File: config.mk
export PLATFORM = sky130hd
export DESIGN_NAME = mem_port_arbiter
export DESIGN_NICKNAME = d
export VERILOG_FILES = /design/src/rtl/mem_port_arbiter.sv
export SDC_FILE = /design/constraint.sdc
export NUM_CORES = 1
export LEC_CHECK = 0
export ABC_CLOCK_PERIOD_IN_PS = 4900
export CAP_MARGIN = 20
export CORE_UTILIZATION = 37
export DETAILED_ROUTE_END_ITERATION = 8
export PLACE_DENSITY_LB_ADDON = 0.05
export SYNTH_ARGS = -nofsm -noshare
export SYNTH_HDL_FRONTEND = slang
export SYNTH_SLANG_ARGS = --single-unit
File: constraint.sdc
create_clock -name clock -period 4.9 [get_ports clock]
set_input_delay 1.225 -clock clock [delete_from_list [all_inputs] [get_ports clock]]
set_output_delay 1.225 -clock clock [all_outputs]
set_load 0.01 [all_outputs]
File: src/rtl/mem_port_arbiter.sv
// mem_port_arbiter: shares one cached memory port between the I-fetch and data requesters.
// Latency: a request sampled at edge N shows its strobe after N; m_ready sampled at M gives x_ready in cycle M+1.
// Backpressure: requests are level-held until x_ready; only one transaction is in flight, and one idle cycle follows it.
//
// Ports:
//   clock, reset          - rising-edge clock, asynchronous active-high reset
//   i_req/i_addr          - instruction fetch request; i_rdata/i_ready return it
//   d_read/d_write/d_addr/d_wdata - data request; d_rdata/d_ready return it
//   m_read/m_write/m_addr/m_wdata/m_rdata/m_ready - downstream memory port
//   busy                  - high from the issue cycle through the response cycle
//   m_err                 - timeout flag on the ready pulse (only with ARB_TIMEOUT_EN)
//
// Build option: define ARB_TIMEOUT_EN to bound the wait for m_ready to TIMEOUT cycles.
module mem_port_arbiter #(
  parameter int ADDR_W  = 32,
  parameter int DATA_W  = 32,
  parameter int TIMEOUT = 64
) (
  input  logic              clock,
  input  logic              reset,
  input  logic              i_req,
  input  logic [ADDR_W-1:0] i_addr,
  output logic [DATA_W-1:0] i_rdata,
  output logic              i_ready,
  input  logic              d_read,
  input  logic              d_write,
  input  logic [ADDR_W-1:0] d_addr,
  input  logic [DATA_W-1:0] d_wdata,
  output logic [DATA_W-1:0] d_rdata,
  output logic              d_ready,
  output logic              m_read,
  output logic              m_write,
  output logic [ADDR_W-1:0] m_addr,
  output logic [DATA_W-1:0] m_wdata,
  input  logic [DATA_W-1:0] m_rdata,
  input  logic              m_ready,
  output logic              busy
`ifdef ARB_TIMEOUT_EN
  ,
  output logic              m_err
`endif
);

  typedef enum logic [1:0] {IDLE, ISSUE_I, ISSUE_D, RESP} state_t;

  state_t state;
  logic   last_d;   // 1 when D received the most recent grant
  logic   d_req;
  logic   grant_d;

`ifdef ARB_TIMEOUT_EN
  localparam int CNT_W = ($clog2(TIMEOUT + 1) > 8) ? $clog2(TIMEOUT + 1) : 8;
  logic [CNT_W-1:0] wait_cnt;
  logic             timed_out;
  // The TIMEOUT-th ISSUE cycle without m_ready ends the transaction.
  assign timed_out = (wait_cnt == CNT_W'(TIMEOUT - 1));
`endif

  assign d_req   = d_read | d_write;
  // D wins when alone, or under contention when I was granted last.
  assign grant_d = d_req & (~i_req | ~last_d);

  always_ff @(posedge clock or posedge reset) begin
    if (reset) begin
      state   <= IDLE;
      last_d  <= 1'b0;
      i_rdata <= '0;
      i_ready <= 1'b0;
      d_rdata <= '0;
      d_ready <= 1'b0;
      m_read  <= 1'b0;
      m_write <= 1'b0;
      m_addr  <= '0;
      m_wdata <= '0;
      busy    <= 1'b0;
`ifdef ARB_TIMEOUT_EN
      wait_cnt <= '0;
      m_err    <= 1'b0;
`endif
    end else begin
      i_ready <= 1'b0;
      d_ready <= 1'b0;
`ifdef ARB_TIMEOUT_EN
      m_err <= 1'b0;
`endif
      case (state)
        IDLE: begin
`ifdef ARB_TIMEOUT_EN
          wait_cnt <= '0;
`endif
          if (grant_d) begin
            state   <= ISSUE_D;
            last_d  <= 1'b1;
            busy    <= 1'b1;
            // Read and write together is treated as a write.
            m_read  <= d_read & ~d_write;
            m_write <= d_write;
            m_addr  <= d_addr;
            m_wdata <= d_wdata;
          end else if (i_req) begin
            state  <= ISSUE_I;
            last_d <= 1'b0;
            busy   <= 1'b1;
            m_read <= 1'b1;
            m_addr <= i_addr;
          end
        end

        ISSUE_I, ISSUE_D: begin
          if (m_ready) begin
            state   <= RESP;
            m_read  <= 1'b0;
            m_write <= 1'b0;
            if (state == ISSUE_I) begin
              i_ready <= 1'b1;
              i_rdata <= m_rdata;
            end else begin
              d_ready <= 1'b1;
              if (m_read) d_rdata <= m_rdata;
            end
          end
`ifdef ARB_TIMEOUT_EN
          else if (timed_out) begin
            // Abandon the access: pulse ready with m_err, keep rdata.
            state   <= RESP;
            m_read  <= 1'b0;
            m_write <= 1'b0;
            m_err   <= 1'b1;
            if (state == ISSUE_I) i_ready <= 1'b1;
            else                  d_ready <= 1'b1;
          end else begin
            wait_cnt <= wait_cnt + 1'b1;
          end
`endif
        end

        // One cycle with both strobes low before the next grant.
        RESP: begin
          state <= IDLE;
          busy  <= 1'b0;
        end

        default: state <= IDLE;
      endcase
    end
  end

endmodule

==> results.py <==
metrics = {
    "route": {
        "drt_wl_total_um": 13900,
        "avgViaCountPerCell": 4.77,
        "drc": 0,
        "drt_first_pass_iters": 4,
        "dr.first_iter.drc_count": 159,
        "drt-wirelength-per-cell_um": 16.3,
        "final_antenna_violating_net_count": 0,
        "routed-via-count": 4070,
    },
    "clocking": {
        "path_clk_slew_ns": 0.06,
        "worstSkewPairLatency_ns": 0.41,
        "cts_num_sinks": 136,
        "post-cts-setup-buffer-count": 0,
        "cts-hold-fix-buffers": 0,
        "cts_resized": 0,
        "cts_buffers": 17,
        "ctsLongestPathBuffers": 2,
        "cts_tree": "built",
        "cts_htree_levels": 4,
        "clk_root_buffer_cell": "sky130_fd_sc_hd__clkbuf_16",
    },
    "critical_path": {
        "cells_on_worst_reg2reg_path": 5,
        "max_fo_critical_path": 22,
        "crit_path_start_kind": "input pin",
        "number_of_stages_on_the_worst_setup_path": 5,
        "reg2reg_setup_slack_ns": 2.62,
        "slowest_stage": "sky130_fd_sc_hd__o2bb2ai_4",
        "start_of_the_worst_register_to_register_path": "state[0]",
        "worstSetupEndpoint": "m_addr[25]",
        "cp.required_ns": 5.18,
        "worstSetupStartpoint": "d_write",
        "worst_r2r_endpoint": "d_rdata[18]",
        "cp.arrival_ns": 3.27,
        "crit_path_buffers_inverters": 2,
        "timing.critical_path.slowest_cell_delay_ns": 0.72,
        "critical-path-top-delay-family": "buffers and inverters",
        "setup.worst_path.class": "in2reg",
        "end_kind": "flop",
        "cells_along_the_critical_path": "clkdlybuf4s50_1, o2bb2ai_4, buf_4, mux2i_1, o21ai_0",
    },
    "final_layout": {
        "area_delta_synth_final_pct": 60.9,
        "final_layout_size_suffix_gt1_frac": 0.212,
        "filler_cell_count": 1171,
        "number_of_nets_in_the_layout": 797,
        "layout.core_utilization": 0.611,
        "antennaDiodeCount": 0,
    },
    "sta": {
        "timing.slew.headroom": 0.399,
        "setup_violations": 0,
        "fin_crit_sh": 0.611,
        "timing_worst_slew_pin_value_ns": 0.901,
        "timing.final.max_slew_violations": 0,
        "timing.final.hold_violations": 0,
        "final_clock_skew_ns": 0.00678,
        "finalWorstPathRequiredPeriod_ns": 2.99,
        "max_freq_mhz": 334,
        "hold_slack_ns": 0.482,
        "setup_tns_ns": 0,
        "grt_setup_unrepaired": "no",
    },
    "global_route": {
        "grt_first_pass_wirelength_um": 22300,
        "antenna_found_initial": 0,
        "first_global_vias": 4432,
        "grt.total_usage": 0.185,
        "sum_of_overflow_across_all_layers_after_global_routing": 0,
        "grt_max_degree": 100,
    },
    "synthesis": {
        "async_reset_ff_frac": 1.00,
        "synth-seq-area-share": 0.614,
        "synthesis.yosys.warnings": 0,
        "post_synthesis_cell_count": 388,
        "synth-edff-count": 0,
        "yosys_most_used_dff": "sky130_fd_sc_hd__dfrtp_1",
        "yosysTopAreaCellShare": 0.614,
        "synth_commonest_cells": "sky130_fd_sc_hd__dfrtp_1 (136), sky130_fd_sc_hd__mux2_2 (96), sky130_fd_sc_hd__nand2_1 (36), sky130_fd_sc_hd__o21ai_0 (35), sky130_fd_sc_hd__mux2i_1 (32)",
        "distinct_cells_synth": 28,
        "synth.avg_cell_area_sq_um": 14.3,
        "postSynthRegisterBits": 136,
        "synthDominantAreaCellType": "sky130_fd_sc_hd__dfrtp_1",
        "post-synth-top-count-cell": "sky130_fd_sc_hd__dfrtp_1",
        "post_synth_main_area_contributors": "sky130_fd_sc_hd__dfrtp_1 (61%), sky130_fd_sc_hd__mux2_2 (20%), sky130_fd_sc_hd__mux2i_1 (5.8%)",
        "netlist_area_sq_um": 5540,
        "postSynthNetCount": 526,
    },
    "die": {
        "floorplan.die.width_um": 124,
        "placement_rows": 44,
        "io_pins": 267,
        "fp.dieH_um": 124,
        "die_area_sq_um": 15500,
        "core-area_sq_um": 14600,
        "initial_core_util": 0.380,
    },
    "worst_hold_path": {
        "holdCritPathClass": "reg2reg",
    },
    "status": {
        "outcome": "finished clean",
    },
    "placed_design": {
        "io_buffer_count": 266,
        "hpwl_um": 10100,
        "gpl.final_weighted_congestion": 0.773,
    },
    "power_and_ir_drop": {
        "power_leakage_nw": 3.83,
        "power.ir.vdd_worst_v": 0.000336,
        "power.density_nw_per_um2": 650,
    },
    "job": {
        "total_of_max_cap_violations": 0,
    },
}
## through the flow
step / power (mW) / setup WS [ns] / area (sq um) / instances
6_report: 5.80 / 1.91 / 8920 / 854
5_1_grt: 6.15 / 1.77 / 8920 / 854
4_1_cts: 5.87 / 1.87 / 8900 / 853
3_5_place_dp: 4.64 / 1.43 / 8350 / 823
3_3_place_gp: 4.58 / 1.49 / 8350 / 823
2_1_floorplan: 3.21 / 0.0355 / 5540 / 388
## cell type report
class	instances	area [sq um]	share of cell area
clock inverter	11	108	0.0121
timing repair buffer	273	2720	0.305
clock buffer	19	443	0.0497
multi-input combinational	225	1980	0.222
sequential	136	3400	0.382
tap	184	230	0.0258
inverter	6	27.5	0.00309
## worst register-to-register path, stage by stage (launching register included)
cell and delay [ns]:
sky130_fd_sc_hd__dfrtp_1 0.42, sky130_fd_sc_hd__inv_1 0.09, sky130_fd_sc_hd__ha_1 0.38, sky130_fd_sc_hd__and3b_1 0.24
sky130_fd_sc_hd__nand2_2 0.60, sky130_fd_sc_hd__mux2_2 0.44
## cell families (layout without fill, tap and decap cells)
group                      after synthesis  in the layout  share of synthesized area
adders and majority gates                4              4                    0.00903
DFF                                    136            136                      0.614
AOI/OAI and AO/OA                       48             48                     0.0506
muxes                                  130            130                      0.258
buffers and inverters                   27            309                     0.0341
and+or+nand+nor                         43             43                     0.0341
## flip-flops by register name, summed over array words and instances (netlist names), 2 cells and up
name     count
state        2
i_rdata     32
m_wdata     32
m_addr      32
d_rdata     32
## worst min path at each step
| stage | startpoint | to | slack [ns] | depth (start not counted) |
|---|---|---|---|---|
| 6_report | m_addr[16] | m_addr[16] | 0.48 | 2 |
| 5_1_grt | m_addr[26] | m_addr[26] | 0.51 | 2 |
| 4_1_cts | m_addr[16] | m_addr[16] | 0.49 | 2 |
| 3_5_place_dp | m_addr[16] | m_addr[16] | 0.47 | 2 |
| 3_3_place_gp | m_addr[30] | m_addr[30] | 0.47 | 2 |
| 2_1_floorplan | last_d | last_d | 0.51 | 2 |
## power breakdown
| group | leakage (nW) | total (mW) | switching [mW] | internal [mW] |
|---|---|---|---|---|
| clock network | 0.278 | 1.19 | 0.442 | 0.747 |
| registers | 1.64 | 1.99 | 0.292 | 1.69 |
| logic | 1.92 | 2.62 | 1.03 | 1.59 |
## cell usage in the layout (no fill, tap or decap), drive strengths merged, types with 2 or more instances in the layout
cell type	n
bufinv	2
mux2i	32
dfrtp	136
o21ai	35
mux2	98
clkbuf	19
buf	7
nor2b	2
a21oi	2
clkinv	8
clkdlybuf4s50	266
nand2	38
inv	6
o2bb2ai	2
ha	4
## routing by layer
metal,GRT usage,part of all wire,vias to the layer above
li1,-,-,1906
met1,0.209,0.40,1980
met2,0.311,0.50,166
met3,0.0679,0.081,18
met4,0.0801,0.020,0
met5,0,0,-
(Power assumes the default switching activity.)
